$ cat src/rtl/spi_slave_rx_tx_if.sv
// rtl/spi_slave_rx_tx_if.sv - SPI pins plus parallel TX/RX handshake bundle
interface spi_slave_rx_tx_if #(
    parameter int DATA_W = 8
);
    logic              spi_clk_i;
    logic              spi_cs_i;
    logic              spi_mosi_i;
    logic              spi_miso_o;
    logic [DATA_W-1:0] tx_data_i;
    logic              tx_valid_i;
    logic              tx_ready_o;
    logic [DATA_W-1:0] rx_data_o;
    logic              rx_valid_o;
    logic              busy_o;
    logic              tx_underrun_o;
    logic              frame_abort_o;

    modport slave (
        input  spi_clk_i, spi_cs_i, spi_mosi_i, tx_data_i, tx_valid_i,
        output spi_miso_o, tx_ready_o, rx_data_o, rx_valid_o, busy_o,
               tx_underrun_o, frame_abort_o
    );

    modport master (
        output spi_clk_i, spi_cs_i, spi_mosi_i, tx_data_i, tx_valid_i,
        input  spi_miso_o, tx_ready_o, rx_data_o, rx_valid_o, busy_o,
               tx_underrun_o, frame_abort_o
    );
endinterface

$ cat src/rtl/spi_slave_rx_tx.sv
// rtl/spi_slave_rx_tx.sv - oversampled SPI mode 3 responder with one-deep TX holding register
module spi_slave_rx_tx #(
    parameter int              DATA_W      = 8,
    parameter int              SYNC_STAGES = 2,
    parameter logic [DATA_W-1:0] TX_IDLE   = 8'hFF
) (
    input logic               sys_clk,
    input logic               sys_rst,
    spi_slave_rx_tx_if.slave  bus
);
    localparam int CNT_W = $clog2(DATA_W + 1);

    logic [SYNC_STAGES-1:0] sclk_sync_q, sclk_sync_d;
    logic [SYNC_STAGES-1:0] cs_sync_q,   cs_sync_d;
    logic [SYNC_STAGES-1:0] mosi_sync_q, mosi_sync_d;
    logic                   sclk_prev_q, sclk_prev_d;
    logic                   cs_prev_q,   cs_prev_d;
    logic [SYNC_STAGES:0]   flush_q,     flush_d;
    logic                   armed_q,     armed_d;
    logic                   busy_q,      busy_d;
    logic                   done_q,      done_d;
    logic [CNT_W-1:0]       bit_cnt_q,   bit_cnt_d;
    logic [DATA_W-1:0]      rx_shift_q,  rx_shift_d;
    logic [DATA_W-1:0]      tx_shift_q,  tx_shift_d;
    logic                   hold_full_q, hold_full_d;
    logic [DATA_W-1:0]      hold_data_q, hold_data_d;
    logic                   miso_q,      miso_d;
    logic [DATA_W-1:0]      rx_data_q,   rx_data_d;
    logic                   rx_valid_q,  rx_valid_d;
    logic                   underrun_q,  underrun_d;
    logic                   abort_q,     abort_d;

    logic sclk_s, cs_s, mosi_s;
    logic sclk_rise, sclk_fall, cs_rise, cs_fall;

    assign sclk_s    = sclk_sync_q[SYNC_STAGES-1];
    assign cs_s      = cs_sync_q[SYNC_STAGES-1];
    assign mosi_s    = mosi_sync_q[SYNC_STAGES-1];
    assign sclk_rise = sclk_s & ~sclk_prev_q;
    assign sclk_fall = ~sclk_s & sclk_prev_q;
    assign cs_rise   = cs_s & ~cs_prev_q;
    assign cs_fall   = ~cs_s & cs_prev_q;

    always_comb begin
        sclk_sync_d = {sclk_sync_q[SYNC_STAGES-2:0], bus.spi_clk_i};
        cs_sync_d   = {cs_sync_q[SYNC_STAGES-2:0], bus.spi_cs_i};
        mosi_sync_d = {mosi_sync_q[SYNC_STAGES-2:0], bus.spi_mosi_i};
        sclk_prev_d = sclk_s;
        cs_prev_d   = cs_s;
        flush_d     = {flush_q[SYNC_STAGES-1:0], 1'b1};
        armed_d     = armed_q;
        busy_d      = busy_q;
        done_d      = 1'b0;
        bit_cnt_d   = bit_cnt_q;
        rx_shift_d  = rx_shift_q;
        tx_shift_d  = tx_shift_q;
        hold_full_d = hold_full_q;
        hold_data_d = hold_data_q;
        rx_data_d   = rx_data_q;
        rx_valid_d  = 1'b0;
        underrun_d  = 1'b0;
        abort_d     = 1'b0;
        miso_d      = busy_q ? tx_shift_q[DATA_W-1] : 1'b0;

        // Only trust CS once the synchroniser holds real pin samples showing CS high,
        // so a frame already in flight at reset release is ignored.
        if (flush_q[SYNC_STAGES] && cs_s && cs_prev_q) begin
            armed_d = 1'b1;
        end

        if (busy_q) begin
            if (done_q) begin
                rx_data_d  = rx_shift_q;
                rx_valid_d = 1'b1;
                bit_cnt_d  = '0;
            end
            if (cs_rise) begin
                busy_d     = 1'b0;
                bit_cnt_d  = '0;
                rx_shift_d = '0;
                tx_shift_d = '0;
                abort_d    = (bit_cnt_q != '0) && !done_q;
            end else begin
                if (sclk_fall) begin
                    if (bit_cnt_q == '0) begin
                        if (hold_full_q) begin
                            tx_shift_d  = hold_data_q;
                            hold_full_d = 1'b0;
                        end else begin
                            tx_shift_d = TX_IDLE;
                            underrun_d = 1'b1;
                        end
                    end else begin
                        tx_shift_d = {tx_shift_q[DATA_W-2:0], 1'b0};
                    end
                end
                if (sclk_rise) begin
                    rx_shift_d = {rx_shift_q[DATA_W-2:0], mosi_s};
                    bit_cnt_d  = bit_cnt_q + CNT_W'(1);
                    done_d     = (bit_cnt_q == CNT_W'(DATA_W - 1));
                end
            end
        end else if (armed_q && cs_fall) begin
            busy_d = 1'b1;
        end

        // Accept after the word-start load so a same-cycle push is held, not bypassed.
        if (bus.tx_valid_i && !hold_full_q) begin
            hold_full_d = 1'b1;
            hold_data_d = bus.tx_data_i;
        end
    end

    always_ff @(posedge sys_clk or posedge sys_rst) begin
        if (sys_rst) begin
            sclk_sync_q <= '1;
            cs_sync_q   <= '1;
            mosi_sync_q <= '0;
            sclk_prev_q <= 1'b1;
            cs_prev_q   <= 1'b1;
            flush_q     <= '0;
            armed_q     <= 1'b0;
            busy_q      <= 1'b0;
            done_q      <= 1'b0;
            bit_cnt_q   <= '0;
            rx_shift_q  <= '0;
            tx_shift_q  <= '0;
            hold_full_q <= 1'b0;
            hold_data_q <= '0;
            miso_q      <= 1'b0;
            rx_data_q   <= '0;
            rx_valid_q  <= 1'b0;
            underrun_q  <= 1'b0;
            abort_q     <= 1'b0;
        end else begin
            sclk_sync_q <= sclk_sync_d;
            cs_sync_q   <= cs_sync_d;
            mosi_sync_q <= mosi_sync_d;
            sclk_prev_q <= sclk_prev_d;
            cs_prev_q   <= cs_prev_d;
            flush_q     <= flush_d;
            armed_q     <= armed_d;
            busy_q      <= busy_d;
            done_q      <= done_d;
            bit_cnt_q   <= bit_cnt_d;
            rx_shift_q  <= rx_shift_d;
            tx_shift_q  <= tx_shift_d;
            hold_full_q <= hold_full_d;
            hold_data_q <= hold_data_d;
            miso_q      <= miso_d;
            rx_data_q   <= rx_data_d;
            rx_valid_q  <= rx_valid_d;
            underrun_q  <= underrun_d;
            abort_q     <= abort_d;
        end
    end

    assign bus.spi_miso_o    = miso_q;
    assign bus.tx_ready_o    = ~hold_full_q;
    assign bus.rx_data_o     = rx_data_q;
    assign bus.rx_valid_o    = rx_valid_q;
    assign bus.busy_o        = busy_q;
    assign bus.tx_underrun_o = underrun_q;
    assign bus.frame_abort_o = abort_q;
endmodule

$ cat src/flat_wrapper.sv
// flat-port wrapper written by rule: the top's interface ports become plain ports
module spi_slave_rx_tx_flat 
#(
    parameter int              DATA_W      = 8,
    parameter int              SYNC_STAGES = 2,
    parameter logic [DATA_W-1:0] TX_IDLE   = 8'hFF
)
  (sys_clk, sys_rst, bus_spi_clk_i, bus_spi_cs_i, bus_spi_mosi_i, bus_tx_data_i, bus_tx_valid_i, bus_spi_miso_o, bus_tx_ready_o, bus_rx_data_o, bus_rx_valid_o, bus_busy_o, bus_tx_underrun_o, bus_frame_abort_o);
  spi_slave_rx_tx_if #(.DATA_W(DATA_W)) bus_i ();
  input logic sys_clk;
  input logic sys_rst;
  input wire logic [$bits(bus_i.spi_clk_i)-1:0] bus_spi_clk_i;
  input wire logic [$bits(bus_i.spi_cs_i)-1:0] bus_spi_cs_i;
  input wire logic [$bits(bus_i.spi_mosi_i)-1:0] bus_spi_mosi_i;
  input wire logic [$bits(bus_i.tx_data_i)-1:0] bus_tx_data_i;
  input wire logic [$bits(bus_i.tx_valid_i)-1:0] bus_tx_valid_i;
  output wire logic [$bits(bus_i.spi_miso_o)-1:0] bus_spi_miso_o;
  output wire logic [$bits(bus_i.tx_ready_o)-1:0] bus_tx_ready_o;
  output wire logic [$bits(bus_i.rx_data_o)-1:0] bus_rx_data_o;
  output wire logic [$bits(bus_i.rx_valid_o)-1:0] bus_rx_valid_o;
  output wire logic [$bits(bus_i.busy_o)-1:0] bus_busy_o;
  output wire logic [$bits(bus_i.tx_underrun_o)-1:0] bus_tx_underrun_o;
  output wire logic [$bits(bus_i.frame_abort_o)-1:0] bus_frame_abort_o;
  assign bus_i.spi_clk_i = bus_spi_clk_i;
  assign bus_i.spi_cs_i = bus_spi_cs_i;
  assign bus_i.spi_mosi_i = bus_spi_mosi_i;
  assign bus_i.tx_data_i = bus_tx_data_i;
  assign bus_i.tx_valid_i = bus_tx_valid_i;
  assign bus_spi_miso_o = bus_i.spi_miso_o;
  assign bus_tx_ready_o = bus_i.tx_ready_o;
  assign bus_rx_data_o = bus_i.rx_data_o;
  assign bus_rx_valid_o = bus_i.rx_valid_o;
  assign bus_busy_o = bus_i.busy_o;
  assign bus_tx_underrun_o = bus_i.tx_underrun_o;
  assign bus_frame_abort_o = bus_i.frame_abort_o;
  spi_slave_rx_tx #(.DATA_W(DATA_W), .SYNC_STAGES(SYNC_STAGES), .TX_IDLE(TX_IDLE)) u_core (.sys_clk(sys_clk), .sys_rst(sys_rst), .bus(bus_i));
endmodule
$ cat config.mk
export PLATFORM = sky130hd
export DESIGN_NAME = spi_slave_rx_tx_flat
export DESIGN_NICKNAME = d
export VERILOG_FILES = /design/src/rtl/spi_slave_rx_tx_if.sv /design/src/rtl/spi_slave_rx_tx.sv /design/src/flat_wrapper.sv
export SDC_FILE = /design/constraint.sdc
export NUM_CORES = 1
export LEC_CHECK = 0
export BUFFER_PORTS_ARGS = -buffer_cell sky130_fd_sc_hd__buf_2
export CAP_MARGIN = 15
export CORE_MARGIN = 2
export CORE_UTILIZATION = 50
export DETAILED_ROUTE_END_ITERATION = 10
export GPL_TIMING_DRIVEN = 0
export PLACE_DENSITY = 0.73
export SLEW_MARGIN = 25
export SYNTH_ARGS = -nofsm -noshare
export SYNTH_HDL_FRONTEND = slang
export SYNTH_SLANG_ARGS = --single-unit
export TNS_END_PERCENT = 30
$ cat constraint.sdc
create_clock -name sys_clk -period 1.6 [get_ports sys_clk]
set_clock_uncertainty 0.2 [all_clocks]
set_input_delay 0.08 -clock sys_clk [delete_from_list [all_inputs] [get_ports sys_clk]]
set_output_delay 0.08 -clock sys_clk [all_outputs]
set_load 0.1 [all_outputs]
==> impl_metrics.yaml <==
hold_path:
  hold_path.startpoint: "bus_tx_valid_i"
  hold_end: "u_core.hold_full_q$_DFFE_PP0P_"
  hp-class: "in -> reg"
  holdPathStages: 4
routing:
  drc: 0
  dr_wl_met2_um: 1958
  wl_met3_um: 173
  top_layer_used: "met4"
  vias: 1375
  routed_via_density: 5.268
  drt_wl_total_um: 3947
  routedWlPerCell_um: 15.12
  dr.pass1.iters: 4
  drt-met1-wl_um: 1723
  drtIter0Drc: 78
  ant_nets: 0
worst_setup_path:
  criticalPathCategory: "reg -> reg"
  r2r_slack_ns: -0.05
  crit_chain: "inv_2, ha_4, nor3b_4, buf_6, nor2_1, o32ai_1"
  cp.arrival_ns: 1.65
  cp_max_fo: 5
  startpoint_type: "flip-flop"
  regToRegStartpoint: "u_core.bit_cnt_q[0]$_DFFE_PP0P_"
  crit_family: "flip-flops"
  slowest_stage: "dfrtp_1"
  r2r_cells: 6
  cp-end-kind: "flip-flop"
  critPathMaxStageDelay_ns: 0.40
  required_ns: 1.60
  reg2reg_to: "u_core.tx_shift_q[2]$_DFFE_PP0P_"
  path_buf_inv: 2
sta:
  fin_ws_ns: -0.04789
  fin_crit_ns: 1.648
  final-hold-violation-count: 0
  finalSetupTns_ns: -0.2269
  slew_violations: 0
  setup_viol: 8
  fmax_ghz: 0.6068
  relSlewSlack_pct: 61.20
  grt_setup_unrepaired: "yes"
  tightestPinTransition_ns: 0.5808
  fin_crit_sh_pct: 103.0
clock_network:
  clk_pin_slew_ns: 0.09
  cts_buffer_depth: 2
  root_buffer: "clkbuf_8"
  clock_sinks: 55
  htreeDepth: 2
  clk_latency_ns: 0.30
  cts_tree: "yes"
  cts_buffers: 5
synthesis:
  syn_area_um2: 2141
  synth_seq_cells: 55
  yosysSeqAreaShare_pct: 64.64
  synth_cell_types: 36
  yosysTopAreaCellShare_pct: 57.28
  synth_flop_cell: "dfrtp_1"
  synth_edf_count: 0
  synth_top_area_cell: "dfrtp_1"
  synthCells: 156
  yosysWarnings: 0
  synthTopCellsByArea: "dfrtp_1, mux2_2, dfstp_2"
  avgSynthCellArea_um2: 13.72
  async_flop_share_pct: 100.0
  synth_nets: 172
power:
  p_per_area_nw_per_um2: 1355
  p_leak_uw: 0.001304
  max-vdd-ir-drop_v: 0.0009686
  total_power_uw: 3701
finish:
  drive_gt1_share_pct: 43.13
  post-route-cell-area_um2: 2731
  fin_util_pct: 67.31
  syn_to_final_growth_pct: 27.59
  diodes: 0
  fillCellCount: 284
  nNetsFinal: 226
grt:
  grt_pass1_vias: 1350
  groute.usage.overall_pct: 17.29
  gr-total-overflow: 0
  antenna_found_initial: 0
  grt_pass1_wl_um: 6527
  grt_max_degree: 31
die:
  core-area_um2: 4058
  fp.dieH_um: 69.44
  start_util_pct: 52.76
  io_pins: 28
  die_area_um2: 4821
  num_rows: 23
  die_w_um: 69.44
place:
  place_congestion: 0.7230
  hpwl_um: 2447
  io_buffers: 27
  placed_area_um2: 2369
run:
  drv_cap: 0
run_status:
  status: "finished, violations left"
  violations: "negative setup slack"
cell usage after synthesis, types with 2 or more instances:
library cell / number
ha_1: 2
nand3_1: 2
o32ai_1: 7
buf_2: 3
mux2_2: 17
a22o_1: 10
nand2_1: 2
dfstp_2: 6
and2b_1: 2
dfrtp_1: 49
nor2_1: 17
inv_1: 15
worst min-delay path: cells and delay by family:
| family | cells | cell delay (ns) |
|---|---|---|
| buffers and inverters | 2 | 0.31 |
| AND/OR/NAND/NOR | 1 | 0.10 |
| AO/OA/AOI/OAI | 1 | 0.12 |
kinds of logic after synthesis:
logic type | Yosys count | synth area share [%]
AND/OR/NAND/NOR | 34 | 9.994
adder cells (fa/ha/maj) | 2 | 1.169
AO/OA/AOI/OAI | 27 | 10.81
multiplexers | 17 | 8.942
XOR/XNOR | 1 | 0.4092
other | 1 | 0.1752
buffers and inverters | 19 | 3.857
flip-flops | 55 | 64.64
cell type report:
type,instances,area (µm²),share of cell area [%]
clock inverter,2,16.27,0.5955
tap,50,62.56,2.290
timing repair buffer,47,335.3,12.28
buffer,4,32.53,1.191
multi-input combinational,82,754.5,27.62
clock buffer,6,82.58,3.023
inverter,15,60.06,2.199
sequential,55,1388,50.80
worst max-delay path by stage:
stage | from | end | slack, ns | cells past startpoint
5_1_grt | u_core.bit_cnt_q[0]$_DFFE_PP0P_ | u_core.tx_shift_q[7]$_DFFE_PP0P_ | -0.11 | 6
4_1_cts | u_core.bit_cnt_q[0]$_DFFE_PP0P_ | u_core.tx_shift_q[7]$_DFFE_PP0P_ | -0.03 | 6
3_5_place_dp | u_core.bit_cnt_q[0]$_DFFE_PP0P_ | u_core.hold_full_q$_DFFE_PP0P_ | -0.20 | 5
6_report | u_core.bit_cnt_q[0]$_DFFE_PP0P_ | u_core.tx_shift_q[2]$_DFFE_PP0P_ | -0.05 | 6
3_3_place_gp | u_core.bit_cnt_q[0]$_DFFE_PP0P_ | u_core.hold_full_q$_DFFE_PP0P_ | -0.15 | 5
2_1_floorplan | u_core.bit_cnt_q[0]$_DFFE_PP0P_ | u_core.hold_full_q$_DFFE_PP0P_ | 0.02 | 5
what timing repair did:
action                     in CTS  in global routing
setup endpoints to repair      13                 21
hold endpoints to repair       36                  0
gates cloned                    0                  0
buffers inserted                5                  2
hold buffers                   12                  0
resized for setup               6                 13
pin swaps                       7                 11
registers in the layout, indices dropped and copies added (netlist names), 2 cells and up:
name / count
u_core.bit_cnt_q: 4
u_core.tx_shift_q: 8
u_core.hold_data_q: 8
u_core.flush_q: 3
u_core.rx_shift_q: 8
u_core.cs_sync_q: 2
u_core.sclk_sync_q: 2
u_core.bus.rx_data_o: 8
u_core.mosi_sync_q: 2
placed cells by master (no fill, tap or decap), types with 2 or more instances in the layout:
cell and n:
nor2_1 16, mux2_2 17, inv_1 12, buf_6 2, dfrtp_1 48, o32ai_1 5, dlygate4sd3_1 12, buf_4 6
clkinvlp_4 2, a22o_1 10, ha_4 2, o32ai_2 2, dfstp_2 6, clkbuf_8 6, inv_2 2, buf_2 29
nand2_1 2
report_power, final:
part	internal, µW	switching, µW	total (µW)
clock network	353	430	783
logic	482	617	1100
registers	1650	169	1820
total	2490	1220	3700
metrics by stage:
step,setup WS (ns),hold slack [ns],std cells
2_1_floorplan,0.02351,-0.1155,156
3_3_place_gp,-0.1537,-0.01550,233
3_5_place_dp,-0.2007,-0.01880,234
4_1_cts,-0.03138,0.1493,259
5_1_grt,-0.1116,0.1650,261
6_report,-0.04789,0.1494,261
routing by layer:
layer / global-route usage, % / up-vias
met5: 0 / -
met4: 5.882 / 0
met3: 5.087 / 9
met2: 26.82 / 38
met1: 23.41 / 673
li1: - / 655
No activity file was read; power rests on OpenSTA's default activity.
